==> config.mk <==
export PLATFORM = sky130hd
export DESIGN_NAME = fir_ctrl
export DESIGN_NICKNAME = d
export VERILOG_FILES = /design/src/rtl/fir_ctrl.sv
export SDC_FILE = /design/constraint.sdc
export NUM_CORES = 1
export LEC_CHECK = 0
export CORE_ASPECT_RATIO = 0.5
export CORE_MARGIN = 2
export CORE_UTILIZATION = 32
export CTS_BUF_LIST = sky130_fd_sc_hd__clkbuf_16
export DETAILED_ROUTE_END_ITERATION = 16
export GPL_TIMING_DRIVEN = 1
export PLACE_DENSITY = 0.95
export SYNTH_ARGS = -nofsm -noshare
export SYNTH_HDL_FRONTEND = slang
export SYNTH_SLANG_ARGS = --single-unit
==> constraint.sdc <==
create_clock -name clk -period 3.55 [get_ports clk]
set_input_delay 0.71 -clock clk [delete_from_list [all_inputs] [get_ports clk]]
set_output_delay 0.71 -clock clk [all_outputs]
set_load 0.1 [all_outputs]
==> src/rtl/fir_ctrl.sv <==
// Stream controller around a pipelined FIR: forwards samples, appends TAPS zero beats per block,
// tracks results in flight and realigns the Q15 product. Define FIR_CTRL_SAT_EN to saturate on overflow.
module fir_ctrl #(
    parameter int DWIDTH  = 16,
    parameter int OWIDTH  = 2*DWIDTH,
    parameter int TAPS    = 8,
    parameter int MAX_OUT = 4
) (
    input  logic              clk,
    input  logic              rstn,
    input  logic              en,
    input  logic [DWIDTH-1:0] s_data,
    input  logic              s_valid,
    output logic              s_ready,
    input  logic              s_last,
    output logic [DWIDTH-1:0] f_data,
    output logic              f_valid,
    input  logic              f_ready,
    input  logic [OWIDTH-1:0] f_res,
    input  logic              f_res_valid,
    output logic              f_res_ready,
    output logic [DWIDTH-1:0] m_data,
    output logic              m_valid,
    input  logic              m_ready,
    output logic              m_last,
    output logic              busy
);
    // state | meaning
    // IDLE  | waiting for en
    // RUN   | forwarding input samples into the filter
    // FLUSH | pushing TAPS zero samples to flush the filter pipeline
    // DRAIN | waiting for the remaining results to leave the filter
    typedef enum logic [1:0] {IDLE, RUN, FLUSH, DRAIN} state_t;

    localparam int CW = $clog2(MAX_OUT + 1);
    localparam int FW = $clog2(TAPS + 1);

    state_t          state_q, state_d;
    logic [CW-1:0]   out_cnt_q, out_cnt_d;
    logic [FW-1:0]   flush_cnt_q, flush_cnt_d;
    logic            full;
    logic            f_hs;
    logic            r_hs;
    logic [DWIDTH-1:0] m_trunc;
    logic            unused_res;

    assign full = (out_cnt_q == CW'(MAX_OUT));

    always_comb begin
        s_ready = 1'b0;
        f_valid = 1'b0;
        f_data  = '0;
        case (state_q)
            RUN: begin
                f_data  = s_data;
                f_valid = s_valid && !full;
                s_ready = f_ready && !full;
            end
            FLUSH:   f_valid = !full;
            default: ;
        endcase
    end

    assign f_hs        = f_valid && f_ready;
    assign r_hs        = f_res_valid && f_res_ready;
    assign f_res_ready = m_ready;
    assign m_valid     = f_res_valid;
    assign m_last      = m_valid && (state_q == DRAIN) && (out_cnt_q == CW'(1));
    assign busy        = (state_q != IDLE);

    always_comb begin
        state_d     = state_q;
        out_cnt_d   = out_cnt_q;
        flush_cnt_d = flush_cnt_q;
        if (f_hs && !r_hs) begin
            out_cnt_d = out_cnt_q + CW'(1);
        end else if (r_hs && !f_hs) begin
            out_cnt_d = out_cnt_q - CW'(1);
        end
        case (state_q)
            IDLE: begin
                if (en) state_d = RUN;
            end
            RUN: begin
                if (s_valid && s_ready && s_last) begin
                    state_d     = FLUSH;
                    flush_cnt_d = '0;
                end
            end
            FLUSH: begin
                // counter parks at TAPS on the final zero beat rather than wrapping
                if (f_hs) begin
                    if (flush_cnt_q == FW'(TAPS - 1)) begin
                        flush_cnt_d = FW'(TAPS);
                        state_d     = DRAIN;
                    end else begin
                        flush_cnt_d = flush_cnt_q + FW'(1);
                    end
                end
            end
            DRAIN: begin
                if (out_cnt_q == '0) state_d = IDLE;
            end
            default: state_d = IDLE;
        endcase
    end

    always_ff @(posedge clk or negedge rstn) begin
        if (!rstn) begin
            state_q     <= IDLE;
            out_cnt_q   <= '0;
            flush_cnt_q <= '0;
        end else begin
            state_q     <= state_d;
            out_cnt_q   <= out_cnt_d;
            flush_cnt_q <= flush_cnt_d;
        end
    end

    assign m_trunc    = f_res[OWIDTH-2 -: DWIDTH];
    assign unused_res = ^f_res;

`ifdef FIR_CTRL_SAT_EN
    // two sign bits disagree: the realigned product no longer fits in DWIDTH
    always_comb begin
        m_data = m_trunc;
        if (f_res[OWIDTH-1] != f_res[OWIDTH-2]) begin
            m_data = f_res[OWIDTH-1] ? {1'b1, {(DWIDTH-1){1'b0}}} : {1'b0, {(DWIDTH-1){1'b1}}};
        end
    end
`else
    assign m_data = m_trunc;
`endif

endmodule
==> qor.txt <==
GR Overflow Total -> 0
PortBufs -> 45
Die Wd -> 81.4 um
Vias -> 851
Syn Std Cell Area -> 960 um^2
Cell Rows -> 13
Slew headroom -> 0.675
Hold Path Stages -> 2
Syn Nets -> 176
Leak -> 0.622 nW
worst min path class -> flop to flop
post-layout util -> 0.488
Critical Path Sink Type -> output port
Final HPWL DP -> 1.92 mm
Avg Cell Area, Syn -> 8.80 um^2
register area share after synthesis -> 0.235
share of layout cells above drive strength 1 -> 0.219
RSZ-0062 raised after global routing -> no
Pwr Density -> 1120 nW/um^2
Core Region -> 2720 um^2
Initial Util -> 0.353
maximum root-to-sink buffer count -> 2
Crit Path Category -> input pin to output port
clock latency on the worst-skew pair -> 0.24 ns
CTS root buf -> clkbuf_16
Hold Startpoint -> out_cnt_q[1]
Worst R2R Path Depth -> 6
I/O pin count -> 94
CP Data Required Time -> 2.84 ns
critical path launch point type -> input pin
Setup Skew -> 0.00641 ns
final hold vios -> 0
iteration-0 DRC count of the detailed router -> 81
setup TNS -> 0 ns
# DRC -> 0
outcome -> completed
hold buffers post-CTS -> 0
Data arrival, critical path -> 1.97 ns
Layout area overhead -> 38.2%
Max Cap Viol -> 0
Power Total -> 1.48 mW
Yosys cell types -> 35
CTS tree -> yes
global-route wire length before repair -> 3.49 mm
Final min period -> 2.68 ns
# clock sinks -> 9
Max VDD drop -> 546 uV
R2R Setup Slk -> 1.42 ns
Slew Viols, Final -> 0
worst slew pin tran -> 0.488 ns
Synth warnings -> 0
CTS resizes -> 0
vias in the first global route -> 814
GRT Total Usage -> 0.134
fin nets -> 205
CP Max Fanout -> 6
diode count -> 0
Reg clk slew, reported paths -> 0.04 ns
largest net degree at the start of global routing -> 22
drt total wl -> 2.31 mm
cell count after synthesis -> 109
Final Cycle Share -> 0.756
Num CTS Buffers -> 3
Via density -> 4.89
initial antenna violation count -> 0
flops & latches, synth -> 9
DIE AREA -> 3480 um^2
postcts setup bufs -> 0
WHS -> 0.513 ns
GPL Wtd Cong -> 0.820
reg2reg start -> out_cnt_q[0]
Final setup viols -> 0
WL per Instance -> 13.3 um
Die Y -> 42.7 um
Final ANT Viol Nets -> 0
fmax -> 372 MHz
1st-pass router iterations -> 4
r2r endpoint -> state_q[1]
Worst Hold Path EP -> out_cnt_q[1]
H-tree lvl count -> 1
power by group:
part / internal, mW / switching, mW
logic: 0.301 / 0.801
registers: 0.141 / 0.0416
clock network: 0.147 / 0.0488
sequential cells by signal (all words and copies together), names as in the netlist:
name / flops
state_q: 2
out_cnt_q: 3
flush_cnt_q: 4
how the worst max path moves through the flow:
stage                           from       to  depth (start not counted)
after global placement       f_ready  s_ready                          4
after floorplan           state_q[1]  f_valid                          5
after detailed placement     f_ready  s_ready                          4
after global routing      state_q[1]  f_valid                          5
final                        f_ready  s_ready                          4
after CTS                    f_ready  s_ready                          4
layout make-up:
| type | count | area (um^2) |
|---|---|---|
| clock buffer | 3 | 75.1 |
| clock inverter | 1 | 3.75 |
| fill | 244 | 1390 |
| inverter | 8 | 31.3 |
| multi-input combinational | 71 | 549 |
| sequential | 9 | 225 |
| tap | 37 | 46.3 |
| timing repair buffer | 45 | 395 |
per-stage QoR:
step	worst slack [ns]	instances	area, um^2
after floorplan	0.599	109	960
after global placement	0.898	170	1250
after detailed placement	0.874	170	1250
after CTS	0.862	174	1330
after global routing	0.797	174	1330
final	0.865	174	1330
Yosys cell counts, drive strengths merged:
master	number	area, um^2
and4b	1	10.0
o22a	1	8.76
a222oi	1	10.0
xnor2	1	8.76
a31oi	2	27.5
mux2	1	15.0
nand3	1	5.00
o21a	1	7.51
nand3b	2	15.0
nor4	1	6.26
or3b	1	8.76
a21boi	1	11.3
nand2b	1	6.26
clkbuf	2	7.51
a311o	1	10.0
dfrtp	9	225
inv	7	26.3
a41oi	1	8.76
xor2	2	17.5
nor2	4	15.0
nor4b	2	23.8
ha	11	138
buf	19	146
nor2b	1	6.26
a21oi	4	20.0
clkinvlp	1	5.00
and2	17	106
nand2	6	22.5
o21ai	5	25.0
or2	1	6.26
mux2i	1	10.0
worst max-delay path: stages:
cell and delay [ns]:
clkdlybuf4s50_1 0.46, a21boi_2 0.34, and2_1 0.18, buf_4 0.28
layer usage:
metal  GRT usage  wire length (um)  vias up
li1            -                 -      402
met1       0.129               819      383
met2       0.252              1210       55
met3      0.0404               203       11
met4      0.0780                71        0
met5           0                 0        -
cells in the final DEF (no fill, tap or decap), types with 2 or more instances in the layout:
cell type	Yosys	layout
clkdlybuf4s50_1	0	23
buf_4	18	22
and2_1	17	17
ha_1	11	11
dfrtp_1	9	9
inv_1	7	8
nand2_1	6	6
a21oi_1	4	4
nor2_1	4	4
o21ai_0	3	3
clkbuf_16	0	3
o21ai_1	2	2
nand3b_1	2	2
xor2_1	2	2
cells by family (layout without fill, tap and decap cells):
group / Yosys count / after routing / share of synthesized area
simple gates: 38 / 38 / 0.241
buf+inv: 29 / 57 / 0.193
compound gates: 17 / 17 / 0.134
fa+ha+maj: 11 / 11 / 0.143
flops: 9 / 9 / 0.235
xor+xnor: 3 / 3 / 0.0274
mux: 2 / 2 / 0.0261
No activity file was read; power rests on OpenSTA's default activity.
==> RTL change 1, RTL diff (same settings) <==
The option `FIR_CTRL_SAT_EN` is turned on by a define.
--- a/src/rtl/fir_ctrl.sv
+++ b/src/rtl/fir_ctrl.sv
@@ -1,5 +1,7 @@
 // Stream controller around a pipelined FIR: forwards samples, appends TAPS zero beats per block,
 // tracks results in flight and realigns the Q15 product. Define FIR_CTRL_SAT_EN to saturate on overflow.
+`define FIR_CTRL_SAT_EN
+
 module fir_ctrl #(
     parameter int DWIDTH  = 16,
     parameter int OWIDTH  = 2*DWIDTH,
Behaviour: not the same (Yosys sat finds a counterexample within 4 cycles, from zero or initial values and one cycle with rstn low).
==> RTL change 1 against the unedited design <==
  * Die area is 5.2% higher
  * Sequential share of layout area is 5.8 points lower
  * Wire length increased by 30%
  * Worst setup slack got worse by 0.21 ns
  * Total power is 22% higher
  * Synthesized area up 5.6%
  * Sequential power grew 3%
  * Global-route usage rose by 2.9 points
  * Cell count grew 37%
  * Cell area increased by 51%
  * Sequential cell count is the same
  * Largest cell class is now buffers
==> RTL change 1: results <==
INSERT INTO impl_metrics (metric_group, metric, value, unit) VALUES
('power_and_ir_drop', 'combinationalPowerShare', '78.9', '%'),
('sta', 'fin_worst_hold_slack', '0.519', 'ns'),
('grt', 'grtUsageMet1', '19.1', '%'),
('worst_setup_path', 'cp_slowest_stage_delay', '0.48', 'ns'),
('grt', 'grt_max_degree', '23', ''),
('detailed_routing', 'wl_met3', '93', 'um'),
('power_and_ir_drop', 'peakVddDrop', '0.000454', 'V'),
('detailed_routing', 'routed-via-count', '1121', ''),
('synth', 'multiplexer_share_of_the_synthesized_area', '2.10', '%'),
('synth', 'post_synthesis_sequential_area_ratio', '22.2', '%'),
('synth', 'post_synth_fa_ha_maj_area_fraction', '16.0', '%'),
('status', 'run_status', 'completed', ''),
('grt', 'groute.layer.met3.usage', '1.52', '%'),
('final_layout', 'nets', '268', ''),
('worst_setup_path', 'biggest_fanout_along_the_worst_timing_path', '9', ''),
('detailed_routing', 'routed_wl', '2990', 'um'),
('worst_setup_path', 'rrSetupSlack', '1.25', 'ns'),
('placed_design', 'preCtsSetupSlack', '0.636', 'ns'),
('final_layout', 'post_route_cells_drive_above_1_share', '25.3', '%'),
('power_and_ir_drop', 'clock_network_power_share', '10.7', '%');
==> RTL change 1: cell count changes after synthesis, sizes merged, moves of 2 or more <==
| cell | delta |
|---|---|
| a21o | +16 |
| buf | -17 |
| clkbuf | +4 |
| ha | +2 |
| inv | +2 |
| nand3 | +3 |
| nand3b | -2 |
| nand4 | +2 |
| nor4b | -2 |
| o21ai | +2 |
==> RTL change 1: metrics by stage <==
stage	power, uW	utilization, %	instances
floorplan	1270	-	121
global placement	1580	64.0	234
detailed placement	1610	64.0	234
CTS	1810	66.6	238
global route	1900	66.6	238
finish	1800	66.6	238
==> RTL change 1: path summary, 6_finish.rpt <==
| check | from | to | depth (start not counted) |
|---|---|---|---|
| max | f_res[30] | m_data[3] | 7 |
| min | out_cnt_q[1] | out_cnt_q[1] | 2 |
| max reg2reg | state_q[1] | out_cnt_q[2] | 8 |
| min reg2reg | out_cnt_q[1] | out_cnt_q[1] | 2 |
| max in group asynchronous | rstn | out_cnt_q[0] | 1 |
| min in group asynchronous | rstn | state_q[0] | 1 |
==> RTL change 1: final cells by class <==
cell class | instances | area, sq um | share of cell area (%)
tap | 40 | 50.0 | 2.50
multi-input combinational | 95 | 722 | 36.0
clock inverter | 1 | 3.75 | 0.187
clock buffer | 3 | 75.1 | 3.74
inverter | 9 | 33.8 | 1.68
timing repair buffer | 81 | 896 | 44.7
sequential | 9 | 225 | 11.2
==> RTL change 1: logic make-up (layout without fill, tap and decap cells) <==
family | Yosys count | count (layout)
AND/OR/NAND/NOR | 41 | 41
flip-flops | 9 | 9
XOR/XNOR | 3 | 3
adder cells (fa/ha/maj) | 13 | 13
AO/OA/AOI/OAI | 36 | 36
multiplexers | 2 | 2
buffers and inverters | 17 | 94
==> RTL change 2, RTL diff (same flow settings) <==
Without the edit above. Make the reset (`rstn`) synchronous in one clocked block.
--- a/src/rtl/fir_ctrl.sv
+++ b/src/rtl/fir_ctrl.sv
@@ -105,7 +105,7 @@
         endcase
     end
 
-    always_ff @(posedge clk or negedge rstn) begin
+    always_ff @(posedge clk) begin
         if (!rstn) begin
             state_q     <= IDLE;
             out_cnt_q   <= '0;
Function: differs if rstn is asserted again (counterexample within 4 cycles, from zero or initial values and one cycle with rstn low); with rstn held inactive, the same outputs for 10 cycles.
==> RTL change 2 against the unedited design <==
  * Wire length up 6.9%
  * Synthesized area down 1.6%
  * Global-route usage up 1.6 points
  * Critical path depth unchanged
  * Sequential cell count unchanged
  * Utilization down 0.077 points
  * Total power down 19%
  * Highest routed layer unchanged
  * Maximum frequency up 0.42%
  * Non-clock buffer count unchanged
  * Cell area down 0.75%
  * Worst setup slack better by 0.011 ns
  * Sequential power down 22%
  * First-iteration DRC count down 51%
==> RTL change 2: results <==
INSERT INTO impl_metrics (metric_group, metric, value, unit) VALUES
('status', 'run_status', 'completed', ''),
('sta', 'maxSlewHeadroom', '62.9', '%'),
('placed_design', 'dpl.cell_count', '175', ''),
('worst_setup_path', 'cp_slowest_stage_delay', '0.49', 'ns'),
('power_and_ir_drop', 'power.static_leakage', '0.000592', 'uW'),
('sta', 'clock-skew-final', '0.00297', 'ns'),
('power_and_ir_drop', 'power.density', '907', 'mW/mm^2'),
('worst_setup_path', 'rrSetupSlack', '0.99', 'ns'),
('power_and_ir_drop', 'peakVddDrop', '0.000611', 'V'),
('synth', 'synthTopCellsByCount', 'sky130_fd_sc_hd__and2_1 (19), sky130_fd_sc_hd__buf_4 (18), sky130_fd_sc_hd__ha_1 (11), sky130_fd_sc_hd__dfxtp_1 (9), sky130_fd_sc_hd__inv_1 (8)', ''),
('synth', 'post_synth_fa_ha_maj_area_fraction', '14.6', '%'),
('placed_design', 'place_hpwl', '1870', 'um'),
('grt', 'wire_length_of_the_first_global_routing_pass', '3910', 'um'),
('final_layout', 'nets', '210', ''),
('grt', 'grt_util_met2', '28.8', '%'),
('placed_design', 'gpl.final_weighted_congestion', '0.791', ''),
('synth', 'synth-xor-area-share', '1.85', '%'),
('worst_setup_path', 'worstReg2RegEnd', 'out_cnt_q[2]', ''),
('grt', 'groute.layer.met3.usage', '3.45', '%'),
('synth', 'area_fraction_in_compound_gates_after_synthesis', '19.2', '%');
RTL change 2: changes by cell type after synthesis, moves of 3 or more:
| cell | change |
|---|---|
| sky130_fd_sc_hd__or4_1 | +3 |
| sky130_fd_sc_hd__nor2_1 | -3 |
| sky130_fd_sc_hd__o21ai_0 | +4 |
| sky130_fd_sc_hd__dfrtp_1 | -9 |
| sky130_fd_sc_hd__a21boi_0 | +4 |
| sky130_fd_sc_hd__dfxtp_1 | +9 |
RTL change 2: area by class of cell:
class,count,area (sq um),area share (%)
clock buffer,3,75.1,5.70
tap,37,46.3,3.52
inverter,8,30.0,2.28
sequential,9,180,13.7
clock inverter,1,3.75,0.285
timing repair buffer,45,395,30.0
multi-input combinational,76,586,44.5
RTL change 2: worst max-delay path by stage:
stage,start,end
detailed placement,s_valid,out_cnt_q[2]
floorplan,s_valid,out_cnt_q[2]
finish,s_valid,f_valid
global route,state_q[1],f_valid
global placement,s_valid,out_cnt_q[2]
CTS,s_valid,f_valid
